===== src/rtl/sync_queue.sv =====
// Single-clock show-ahead FIFO with wrap-bit pointers and decoded full/empty status.
// Optional sticky illegal-request flag on error_out when QUEUE_ERR_EN is defined.
module sync_queue #(
    parameter int DATA_WIDTH  = 32,
    parameter int QUEUE_DEPTH = 64
) (
    input  logic                  clk,
    input  logic                  rst,
    input  logic [DATA_WIDTH-1:0] wdata_in,
    input  logic                  enqueue_in,
    output logic [DATA_WIDTH-1:0] rdata_out,
    input  logic                  dequeue_in,
    output logic                  full_out,
`ifdef QUEUE_ERR_EN
    output logic                  empty_out,
    output logic                  error_out
`else
    output logic                  empty_out
`endif
);

    localparam int AW = $clog2(QUEUE_DEPTH);
    localparam int PW = AW + 1;
    localparam logic [PW-1:0] PTR_ONE = {{AW{1'b0}}, 1'b1};

    logic [DATA_WIDTH-1:0] mem_q [QUEUE_DEPTH];
    logic [PW-1:0]         wr_ptr_q;
    logic [PW-1:0]         wr_ptr_d;
    logic [PW-1:0]         rd_ptr_q;
    logic [PW-1:0]         rd_ptr_d;
    logic                  full_s;
    logic                  empty_s;
    logic                  enq_ok_s;
    logic                  deq_ok_s;

    // Status decode: equal low bits with differing wrap bits means full.
    always_comb begin
        empty_s  = (wr_ptr_q == rd_ptr_q);
        full_s   = (wr_ptr_q[AW-1:0] == rd_ptr_q[AW-1:0]) &&
                   (wr_ptr_q[AW] != rd_ptr_q[AW]);
        enq_ok_s = enqueue_in & ~full_s;
        deq_ok_s = dequeue_in & ~empty_s;
    end

    // Pointer next-state; each pointer advances only on an accepted request.
    always_comb begin
        wr_ptr_d = wr_ptr_q;
        rd_ptr_d = rd_ptr_q;
        if (enq_ok_s) begin
            wr_ptr_d = wr_ptr_q + PTR_ONE;
        end else begin
            wr_ptr_d = wr_ptr_q;
        end
        if (deq_ok_s) begin
            rd_ptr_d = rd_ptr_q + PTR_ONE;
        end else begin
            rd_ptr_d = rd_ptr_q;
        end
    end

    // Pointer registers; reset empties the queue.
    always_ff @(posedge clk or negedge rst) begin
        if (!rst) begin
            wr_ptr_q <= {PW{1'b0}};
            rd_ptr_q <= {PW{1'b0}};
        end else begin
            wr_ptr_q <= wr_ptr_d;
            rd_ptr_q <= rd_ptr_d;
        end
    end

    // Storage array, deliberately left unreset.
    always_ff @(posedge clk) begin
        if (enq_ok_s) begin
            mem_q[wr_ptr_q[AW-1:0]] <= wdata_in;
        end
    end

    // Show-ahead head word, forced to zero while empty.
    always_comb begin
        full_out  = full_s;
        empty_out = empty_s;
        if (empty_s) begin
            rdata_out = {DATA_WIDTH{1'b0}};
        end else begin
            rdata_out = mem_q[rd_ptr_q[AW-1:0]];
        end
    end

`ifdef QUEUE_ERR_EN
    logic error_q;
    logic error_d;

    // Sticky flag for any request that the current status refuses.
    always_comb begin
        error_d = error_q;
        if ((enqueue_in && full_s) || (dequeue_in && empty_s)) begin
            error_d = 1'b1;
        end else begin
            error_d = error_q;
        end
    end

    // Error flag register, cleared only by reset.
    always_ff @(posedge clk or negedge rst) begin
        if (!rst) begin
            error_q <= 1'b0;
        end else begin
            error_q <= error_d;
        end
    end

    assign error_out = error_q;
`endif

endmodule


===== config.mk =====
export PLATFORM = sky130hd
export DESIGN_NAME = sync_queue
export DESIGN_NICKNAME = d
export VERILOG_FILES = /design/src/rtl/sync_queue.sv
export SDC_FILE = /design/constraint.sdc
export NUM_CORES = 2
export LEC_CHECK = 0
export BUFFER_PORTS_ARGS = -buffer_cell sky130_fd_sc_hd__buf_2
export CAP_MARGIN = 20
export CORE_AREA = 3 3 425 470
export DETAILED_ROUTE_END_ITERATION = 6
export DIE_AREA = 0 0 428 473
export HOLD_SLACK_MARGIN = 0.12
export PLACE_DENSITY = 0.56
export SKIP_CTS_REPAIR_TIMING = 1
export SLEW_MARGIN = 20
export SYNTH_ARGS = -nofsm -noshare
export SYNTH_HDL_FRONTEND = slang
export SYNTH_SLANG_ARGS = --single-unit

===== constraint.sdc =====
create_clock -name clk -period 9 [get_ports clk]
set_input_delay 1.8 -clock clk [delete_from_list [all_inputs] [get_ports clk]]
set_output_delay 1.8 -clock clk [all_outputs]
set_load 0.005 [all_outputs]

==> results.sh <==
export IMPL_layout_cells_non_filler=6264
export IMPL_share_clk_of_total_power_pct=30.5
export IMPL_critPathRequiredTime_ns=7.20
export IMPL_cts_inserted_buffers=201
export IMPL_setup_tns_final_ns=0
export IMPL_grt_pass1_wl_um=277000
export IMPL_p_switching_mw=8.06
export IMPL_finalWeightedCongestion=0.743
export IMPL_worst_endpoint_arrival_ns=4.76
export IMPL_grtUsageTotal_pct=19.2
export IMPL_via_count=35700
export IMPL_max_clock_path_buffers=3
export IMPL_worst_path_max_fanout=36
export IMPL_hold_path_cells=1
export IMPL_fill_cells=16300
export IMPL_p_per_area_nw_per_um2=301
export IMPL_flow_area_growth_from_synthesis_pct=13.5
export IMPL_tritoncts_num_sinks=2062
export IMPL_synth_seq_cells=2062
export IMPL_reg2reg_setup_slack_ns=4.16
export IMPL_die_h_um=473
export IMPL_slew_headroom_pct=24.3
export IMPL_holdCritStartpoint="rd_ptr_q[6]"
export IMPL_fmaxAchievable_ghz=0.152
export IMPL_crit_path_start_kind="flip-flop"
export IMPL_grt_start_max_net_pins=113
export IMPL_post_synthesis_cells=3324
export IMPL_globalRoute_totalOverflow=0
export IMPL_detailed_routing_iteration_count_for_the_pre_antenna_repair_pass=7
export IMPL_async_reset_ff_share_pct=0.679
export IMPL_initial_cell_density_of_the_core_pct=40.0
export IMPL_synth_top_area_cell="edfxtp_1"
export IMPL_combPwrFrac_pct=27.4
export IMPL_power_switching_share_pct=30.3
export IMPL_design_area_um2=88500
export IMPL_cts_root_buffer="clkbuf_16"
export IMPL_criticalPathCategory="reg -> out"
export IMPL_die_area_um2=202000
export IMPL_clock_skew_final_ns=0.0225
export IMPL_synth_enable_flop_cells=2048
export IMPL_vdd_ir_drop_worst_v=0.000273
export IMPL_num_io_pins=70
export IMPL_drv_cap=0
export IMPL_dp_final_hpwl_um=99000
export IMPL_drv_slew=0
export IMPL_endpoint="rdata_out[6]"
export IMPL_most_common_cell_after_layout_fill_and_taps_aside="edfxtp_1"
export IMPL_mostFrequentLayoutCells="2048 x edfxtp_1, 513 x mux4_2, 204 x clkbuf_16"
export IMPL_drtAntennaViolNets=0
export IMPL_synth_largest_type_area_fraction_pct=78.9
export IMPL_clock_latency_ns=0.82
export IMPL_launch_point_of_the_critical_path="rd_ptr_q[0]"
export IMPL_clk_pin_slew_worst_paths_ns=0.07
export IMPL_holdCritPathClass="reg -> reg"
export IMPL_vias_per_cell=5.70
export IMPL_wire_per_inst_um=30.8
export IMPL_avgSynthCellArea_um2=23.5
export IMPL_nets=3552
export IMPL_postLayoutSetupSlackWorst_ns=2.44
export IMPL_synth_cell_types=47
export IMPL_count_of_buffers_from_port_buffering=69
export IMPL_antenna_found_initial=12
export IMPL_num_rows=170
export IMPL_area_of_the_multi_input_gates_um2=15700
export IMPL_fraction_of_layout_cells_with_a_size_suffix_above_1_pct=28.5
export IMPL_area_sequential_um2=61900
export IMPL_grt_pass1_vias=37200
export IMPL_finalSetupViolCount=0
export IMPL_seq_power_share_pct=42.1
export IMPL_internal_cell_power_mw=18.5
export IMPL_grt_setup_unrepaired="false"
export IMPL_yosys_top_cells_area="edfxtp_1 79%, mux4_2 15%, o22ai_1 1.5%, mux2i_1 0.89%, buf_2 0.71%"
export IMPL_ys_dominant_reg_cell="edfxtp_1"
export IMPL_drtIter0Drc=3964
export IMPL_fin_crit_ns=6.56
export IMPL_place_worst_setup_slack_ns=3.28
export IMPL_syn_num_nets=3362
export IMPL_chipWidth_um=428
export IMPL_share_of_the_yosys_chip_area_belonging_to_registers_pct=79.3
export IMPL_origin_of_the_critical_flop_to_flop_path="rd_ptr_q[2]"
export IMPL_core_area_um2=195000
export IMPL_post_place_cells=5890
export IMPL_drc_violations_left=0
export IMPL_run_status="completed"
export IMPL_detail_route_wirelength_um=193000
export IMPL_power_static_leakage_nw=27.2
export IMPL_clock_tree_htree_level_count=4
export IMPL_post_synth_instance_area_um2=78000
export IMPL_timing_final_hold_violations=0
export IMPL_synth_yosys_warnings=0
export IMPL_crit_reg2reg_capture="mem_q[45][23]"
export IMPL_final_core_util_pct=45.4
export IMPL_slew_at_the_pin_closest_to_its_max_slew_limit_ns=1.12
export IMPL_reg2reg_depth=7
export IMPL_place_area_um2=82100
export IMPL_cts_tree="built"
export IMPL_final_min_period_over_clock_period_pct=72.9
export IMPL_crit_path_end_kind="primary output"
## power by group through the flow
stage               Sequential [mW]  Combinational, mW  Clock [mW]
finish                         11.2               7.29        8.11
global route                   11.3               7.76        8.68
CTS                            11.2               7.41        8.29
detailed placement             11.4               7.40           0
global placement               11.4               7.39           0
floorplan                      11.2               4.79           0
## state kept, by name, summed over array words and instances, names as in the netlist
signal / cells
rd_ptr_q: 7
wr_ptr_q: 7
mem_q: 2048
## cells by family (layout without fill, tap and decap cells)
group	Yosys count	after routing	synth area share (%)
fa+ha+maj	2	2	0.0321
xor+xnor	19	19	0.213
other cells	0	1	0
compound gates	263	263	2.31
flops	2062	2062	79.3
mux	584	584	15.7
buf+inv	197	556	1.20
simple gates	197	197	1.21
## synth_stat cells, drive strengths merged, types with 2 or more instances
master and n:
edfxtp 2048, mux4 513, o22ai 186, buf 131, nor2 71, mux2i 69
clkbuf 62, nand2 35, nor3 32, nand3 31, a21o 29, o41ai 29
dfrtp 14, xor2 10, xnor2 9, nand3b 5, inv 4, or3b 4
or4b 4, nand4 3, o21ai 3, or4 3, a21boi 2, a21oi 2
a22o 2, a311oi 2, a31oi 2, and2 2, ha 2, mux2 2
nor4 2, o31ai 2, or2 2, or3 2
## worst max-delay path: stages, from the launching register on
cell,delay (ns)
dfrtp_4,0.98
buf_4,0.62
mux4_2,0.33
o22ai_1,0.10
nor3_1,0.87
nand3_1,0.47
o41ai_1,0.27
buf_2,0.25
## final cells by class
| cell class | instances | share of cell area [%] |
|---|---|---|
| antenna | 1 | 0.00283 |
| timing repair buffer | 180 | 1.53 |
| sequential | 2062 | 69.9 |
| inverter | 4 | 0.0170 |
| tap | 2580 | 3.65 |
| multi-input combinational | 1065 | 17.8 |
| clock inverter | 111 | 1.14 |
| clock buffer | 261 | 6.01 |
## per-stage QoR
| step | hold WS (ns) | power (mW) |
|---|---|---|
| 6_report | 0.534 | 26.6 |
| 3_5_place_dp | 0.530 | 18.8 |
| 3_3_place_gp | 0.518 | 18.8 |
| 4_1_cts | 0.544 | 26.9 |
| 2_1_floorplan | 0.498 | 16.0 |
| 5_1_grt | 0.561 | 27.7 |
## per-layer routing
layer,up-vias,GRT usage [%],wire [µm]
met5,-,0,0
met2,1160,31.5,95900
met3,270,3.64,12600
met1,19600,26.2,80200
li1,14700,-,-
met4,0,5.57,4580
## worst min path at each step
stage,to,slack [ns]
CTS,rd_ptr_q[6],0.54
global placement,rd_ptr_q[6],0.52
floorplan,wr_ptr_q[6],0.50
detailed placement,rd_ptr_q[6],0.53
global route,rd_ptr_q[6],0.56
finish,rd_ptr_q[6],0.53
(Power assumes the default switching activity.)
